<file path="src/rtl/pipe_pkg.sv">
// -----------------------------------------------------------------------------
// pipe_pkg
// Shared definitions for the RV32I pipeline front end.
//   NOP_INSN          : bubble encoding (addi x0,x0,0) loaded into IF/ID
//   RESET_PC_DEFAULT  : default PC of the first fetch after reset
//   fetch_state_t     : fetch FSM states (S_REQ / S_WAIT / S_HOLD)
//   id_ctl_t          : IF/ID register control (hold / load / flush)
// -----------------------------------------------------------------------------
package pipe_pkg;

  localparam logic [31:0] NOP_INSN         = 32'h0000_0013;
  localparam logic [31:0] RESET_PC_DEFAULT = 32'h0000_0000;

  typedef enum logic [1:0] {
    S_REQ,
    S_WAIT,
    S_HOLD
  } fetch_state_t;

  typedef enum logic [1:0] {
    ID_HOLD,
    ID_LOAD,
    ID_FLUSH
  } id_ctl_t;

endpackage

</file>
<file path="src/rtl/if_id_reg.sv">
// -----------------------------------------------------------------------------
// if_id_reg
// 64-bit IF/ID pipeline register feeding the decode stage.
// Ports:
//   clk        in   clock
//   rst_n      in   synchronous active-low reset (loads a bubble)
//   ctl        in   ID_HOLD keeps contents, ID_LOAD captures load_pc/load_insn,
//                   ID_FLUSH inserts a bubble
//   load_pc    in   PC of the instruction being loaded
//   load_insn  in   instruction being loaded
//   insn       out  registered instruction
//   pc         out  registered PC
// -----------------------------------------------------------------------------
module if_id_reg
  import pipe_pkg::*;
#(
  parameter logic [31:0] FLUSH_INSN = 32'h0000_0013
) (
  input  logic        clk,
  input  logic        rst_n,
  input  id_ctl_t     ctl,
  input  logic [31:0] load_pc,
  input  logic [31:0] load_insn,
  output logic [31:0] insn,
  output logic [31:0] pc
);

  // A bubble carries PC 0 so that it looks identical to the post-reset state.
  always_ff @(posedge clk) begin
    if (!rst_n) begin
      insn <= FLUSH_INSN;
      pc   <= '0;
    end else begin
      case (ctl)
        ID_LOAD: begin
          insn <= load_insn;
          pc   <= load_pc;
        end
        ID_FLUSH: begin
          insn <= FLUSH_INSN;
          pc   <= '0;
        end
        default: begin
          insn <= insn;
          pc   <= pc;
        end
      endcase
    end
  end

endmodule

</file>
<file path="src/rtl/if_stage.sv">
// -----------------------------------------------------------------------------
// if_stage
// Instruction-fetch stage: owns the PC, issues single-outstanding requests to a
// variable-latency instruction memory and drives the IF/ID register.
// Ports:
//   clk             in   clock
//   rst_n           in   synchronous active-low reset
//   IFWrite         in   0 = decode stalled, hold PC and IF/ID
//   Branch, Jump    in   taken branch / jump from decode
//   JumpAddr        in   redirect target from decode
//   imem_req        out  fetch request, accepted in the cycle it is high
//   imem_addr       out  word-aligned fetch address
//   imem_rvalid     in   fetch response valid
//   imem_rdata      in   fetched instruction
//   Instruction_id  out  IF/ID instruction
//   PC_id           out  IF/ID PC
// -----------------------------------------------------------------------------
module if_stage
  import pipe_pkg::*;
#(
  parameter logic [31:0] RESET_PC = RESET_PC_DEFAULT,
  parameter logic [31:0] NOP_INSN = pipe_pkg::NOP_INSN
) (
  input  logic        clk,
  input  logic        rst_n,
  input  logic        IFWrite,
  input  logic        Branch,
  input  logic        Jump,
  input  logic [31:0] JumpAddr,
  output logic        imem_req,
  output logic [31:0] imem_addr,
  input  logic        imem_rvalid,
  input  logic [31:0] imem_rdata,
  output logic [31:0] Instruction_id,
  output logic [31:0] PC_id
);

  localparam logic [31:0] RESET_PC_ALIGNED = RESET_PC & 32'hFFFF_FFFC;

  fetch_state_t state, next_state;
  logic [31:0]  pc_if, pc_next, pc_plus4, target;
  logic [31:0]  hold_buf, hold_next;
  logic         kill, kill_next;
  logic         redirect;
  logic         req;
  logic [31:0]  addr;
  id_ctl_t      id_ctl;
  logic [31:0]  load_insn;

  // A redirect seen while decode is stalled is ignored; decode re-presents it.
  assign redirect = (Branch | Jump) & IFWrite;
  assign target   = JumpAddr & 32'hFFFF_FFFC;
  assign pc_plus4 = pc_if + 32'd4;

  assign imem_req  = req & rst_n;
  assign imem_addr = addr;

  // On reset, an outstanding request may still be answered after release, so
  // kill is armed to drop that stale response.
  always_ff @(posedge clk) begin
    if (!rst_n) begin
      pc_if    <= RESET_PC_ALIGNED;
      state    <= S_REQ;
      kill     <= (state == S_WAIT);
      hold_buf <= '0;
    end else begin
      pc_if    <= pc_next;
      state    <= next_state;
      kill     <= kill_next;
      hold_buf <= hold_next;
    end
  end

  always_comb begin
    next_state = state;
    pc_next    = pc_if;
    kill_next  = kill;
    hold_next  = hold_buf;
    req        = 1'b0;
    addr       = pc_if;
    id_ctl     = ID_HOLD;
    load_insn  = imem_rdata;

    unique case (state)
      S_REQ: begin
        req        = 1'b1;
        next_state = S_WAIT;
        if (redirect) begin
          addr    = target;
          pc_next = target;
        end
        if (IFWrite) id_ctl = ID_FLUSH;
      end

      S_WAIT: begin
        if (!imem_rvalid) begin
          if (IFWrite) id_ctl = ID_FLUSH;
          // The request in flight belongs to the old stream; mark it for discard.
          if (redirect) begin
            pc_next   = target;
            kill_next = 1'b1;
          end
        end else if (kill || redirect) begin
          kill_next = 1'b0;
          req       = 1'b1;
          if (redirect) begin
            pc_next = target;
            addr    = target;
            id_ctl  = ID_FLUSH;
          end else if (IFWrite) begin
            id_ctl = ID_FLUSH;
          end
        end else if (IFWrite) begin
          id_ctl  = ID_LOAD;
          pc_next = pc_plus4;
          req     = 1'b1;
          addr    = pc_plus4;
        end else begin
          hold_next  = imem_rdata;
          next_state = S_HOLD;
        end
      end

      S_HOLD: begin
        if (IFWrite) begin
          next_state = S_WAIT;
          req        = 1'b1;
          if (redirect) begin
            id_ctl  = ID_FLUSH;
            pc_next = target;
            addr    = target;
          end else begin
            id_ctl    = ID_LOAD;
            load_insn = hold_buf;
            pc_next   = pc_plus4;
            addr      = pc_plus4;
          end
        end
      end

      default: begin
        next_state = S_REQ;
      end
    endcase
  end

  if_id_reg #(
    .FLUSH_INSN(NOP_INSN)
  ) u_if_id_reg (
    .clk      (clk),
    .rst_n    (rst_n),
    .ctl      (id_ctl),
    .load_pc  (pc_if),
    .load_insn(load_insn),
    .insn     (Instruction_id),
    .pc       (PC_id)
  );

endmodule

</file>
<file path="config.mk">
export PLATFORM = sky130hd
export DESIGN_NAME = if_stage
export DESIGN_NICKNAME = d
export VERILOG_FILES = /design/src/rtl/pipe_pkg.sv /design/src/rtl/if_id_reg.sv /design/src/rtl/if_stage.sv
export SDC_FILE = /design/constraint.sdc
export NUM_CORES = 1
export LEC_CHECK = 0
export CAP_MARGIN = 20
export CORE_ASPECT_RATIO = 1.2
export CORE_MARGIN = 8
export CORE_UTILIZATION = 45
export DETAILED_ROUTE_END_ITERATION = 16
export PLACE_DENSITY = 0.77
export SYNTH_ARGS = -nofsm -noshare
export SYNTH_HDL_FRONTEND = slang
export SYNTH_SLANG_ARGS = --single-unit
</file>
<file path="constraint.sdc">
create_clock -name clk -period 6 [get_ports clk]
set_input_delay 1.2 -clock clk [delete_from_list [all_inputs] [get_ports clk]]
set_output_delay 1.2 -clock clk [all_outputs]
set_load 0.005 [all_outputs]
</file>
==> results.sh <==
export IMPL_cp_max_fo=10
export IMPL_dr_pass1_iters=5
export IMPL_place_congestion=0.957
export IMPL_p_per_area_nw_per_um2=255
export IMPL_sw_frac_of_total_pct=37.6
export IMPL_drc_errors=0
export IMPL_num_rows=58
export IMPL_finalWirelength_um=38800
export IMPL_power_leakage_nw=4.29
export IMPL_n_fill_cell=2034
export IMPL_critPathCaptureType="primary output"
export IMPL_die_width_um=150
export IMPL_grtUsageTotal_pct=28.5
export IMPL_port_buffers=164
export IMPL_synthCells=1414
export IMPL_synth_area_leaders="dfxtp_1 (27%), nand2_1 (10%), a21oi_1 (6.7%)"
export IMPL_cp_required_ns=4.80
export IMPL_ys_seq_area_share_pct=27.3
export IMPL_cts_sinks=131
export IMPL_fmax_mhz=182
export IMPL_status="finished clean"
export IMPL_hold_viol_final=0
export IMPL_antenna_found_initial=0
export IMPL_synth_area_leader_cell="dfxtp_1"
export IMPL_clock_latency_ns=0.42
export IMPL_clk_path_buf_depth=2
export IMPL_setup_violations=0
export IMPL_finalMaxSlewViolations=0
export IMPL_synth_area_um2=9650
export IMPL_ys_ff_latch=131
export IMPL_fin_setup_tns_ns=0
export IMPL_ir_worst_vdd_uv=231
export IMPL_dpl_cell_count=1750
export IMPL_synth_edf_count=1
export IMPL_grt_max_degree=95
export IMPL_ctsHtreeMaxLevel=4
export IMPL_p_comb_share_pct=31.9
export IMPL_synth_most_common_cell="nand2_1"
export IMPL_synthArstFlopShare_pct=0
export IMPL_grt_first_pass_wirelength_um=60500
export IMPL_synth_top_cells_by_count="nand2_1 (259), nor2_1 (150), a21oi_1 (130), dfxtp_1 (130), clkbuf_1 (117)"
export IMPL_overflow=0
export IMPL_p_sw_w=0.00115
export IMPL_core_area_um2=21000
export IMPL_slew_headroom_pct=36.3
export IMPL_yosys_warnings=0
export IMPL_wl_per_cell_um=21.8
export IMPL_cp_start_kind="input pin"
export IMPL_drtIter0Drc=1391
export IMPL_postCtsSetupBuffers=0
export IMPL_syn_area_per_cell_um2=6.82
export IMPL_synthesis_nets=1490
export IMPL_maxCapViolations=0
export IMPL_cts_clk_slew_worst_paths_ns=0.06
export IMPL_fin_crit_ns=5.50
export IMPL_cts_hold_buf=0
export IMPL_tightest_slew_ns=0.955
export IMPL_drive_above_1_share_pct=7.80
export IMPL_grt_pass1_vias=10800
export IMPL_hpwl_um=26200
export IMPL_p_clk_share_pct=33.5
export IMPL_nets=1575
export IMPL_fin_crit_sh_pct=91.7
export IMPL_viasPerCell=6.58
export IMPL_finalClockSkew_ns=0.0122
export IMPL_die_h_um=176
export IMPL_ctsResizeCount=0
export IMPL_final_core_util_pct=57.1
export IMPL_final_cells=1782
export IMPL_yosysTopAreaCellShare_pct=27.0
export IMPL_initial_core_util_pct=45.9
export IMPL_internal_power_w=0.00191
export IMPL_numCtsBuffers=17
export IMPL_area_growth_pct=24.4
export IMPL_io_pins=167
export IMPL_cts_tree="done"
export IMPL_min_path_type="reg2reg"
export IMPL_synthDistinctLibCells=83
export IMPL_diodes=0
export IMPL_antenna_left=0
export IMPL_die_area_um2=26400
export IMPL_root_buffer="clkbuf_16"
export IMPL_crit_arrival_ns=4.30
export IMPL_p_seq_share_pct=34.6
export IMPL_rsz0062_at_grt="no"
export IMPL_dr_total_vias=11700
export IMPL_crit_type="in2out"
export IMPL_synthFlopType="dfxtp_1"
==> cell families (layout without fill, tap and decap cells) <==
kind of cell / after synthesis / after routing / synth area share (%)
fa+ha+maj: 6 / 6 / 0.778
simple gates: 609 / 609 / 29.1
flops: 131 / 131 / 27.3
compound gates: 457 / 457 / 31.5
xor+xnor: 14 / 14 / 1.27
buf+inv: 169 / 267 / 7.00
mux: 28 / 28 / 3.01
==> routing by layer <==
metal,up-vias,GRT usage [%],part of all wire (%)
met4,0,13.1,3.7
met3,138,9.45,13
met2,797,43.0,44
met1,5450,36.1,39
met5,-,0,0
li1,5337,-,-
==> worst max-delay path, cell delays in order <==
cell	delay, ns
clkdlybuf4s50_1	0.51
buf_4	0.23
o21a_2	0.32
o21ai_0	0.60
buf_4	0.26
o221ai_1	0.15
a32oi_1	0.43
clkdlybuf4s50_1	0.59
==> registers in the layout (all words and copies together) (netlist names) <==
name              cells
hold_buf             32
pc_if                32
u_if_id_reg.insn     32
u_if_id_reg.pc       32
state                 2
kill                  1
==> cell usage in the layout, fill, tap and decap left out, types with 23 or more instances in the layout <==
| cell | Yosys | layout |
|---|---|---|
| nand4_1 | 25 | 25 |
| nand2_1 | 259 | 259 |
| dfxtp_1 | 130 | 130 |
| nor2_1 | 150 | 148 |
| nand3_1 | 33 | 33 |
| inv_1 | 24 | 23 |
| nor3_1 | 41 | 40 |
| o21ai_0 | 93 | 93 |
| clkdlybuf4s50_1 | 0 | 164 |
| a22oi_1 | 35 | 35 |
| a21oi_1 | 130 | 130 |
| buf_4 | 2 | 45 |
| nor3b_1 | 25 | 25 |
==> path summary, 6_finish.rpt <==
kind | start | end | slack (ns) | cells after the start
hold reg to reg | hold_buf[27] | hold_buf[27] | 0.46 | 2
setup reg to reg | state[0] | u_if_id_reg.insn[1] | 1.86 | 11
hold / removal | hold_buf[27] | hold_buf[27] | 0.46 | 2
setup / recovery | Jump | imem_addr[4] | 0.50 | 8
==> cell type report <==
| class | count | area [µm²] | share of cell area [%] |
|---|---|---|---|
| Clock buffer | 17 | 425 | 3.54 |
| Clock inverter | 15 | 135 | 1.13 |
| Inverter | 25 | 95.1 | 0.792 |
| Multi-Input combinational cell | 1114 | 6380 | 53.2 |
| Sequential cell | 131 | 2630 | 21.9 |
| Tap cell | 270 | 338 | 2.81 |
| Timing Repair Buffer | 210 | 2000 | 16.7 |
==> stage by stage <==
step | instance area, µm² | hold slack (ns) | worst slack [ns] | total power (W)
global placement | 11400 | 0.442 | 0.672 | 0.00202
global route | 12000 | 0.474 | 0.484 | 0.00320
CTS | 12000 | 0.458 | 0.630 | 0.00305
finish | 12000 | 0.455 | 0.498 | 0.00307
detailed placement | 11400 | 0.449 | 0.640 | 0.00203
floorplan | 9650 | 0.436 | 2.06 | 0.00161
==> power by group through the flow <==
stage | sequential (W) | combinational (W) | clock (W)
floorplan | 0.000995 | 0.000619 | 0
global placement | 0.00107 | 0.000946 | 0
detailed placement | 0.00107 | 0.000956 | 0
CTS | 0.00105 | 0.000961 | 0.00104
global route | 0.00107 | 0.00106 | 0.00107
finish | 0.00106 | 0.000979 | 0.00103
(Power assumes the default switching activity.)
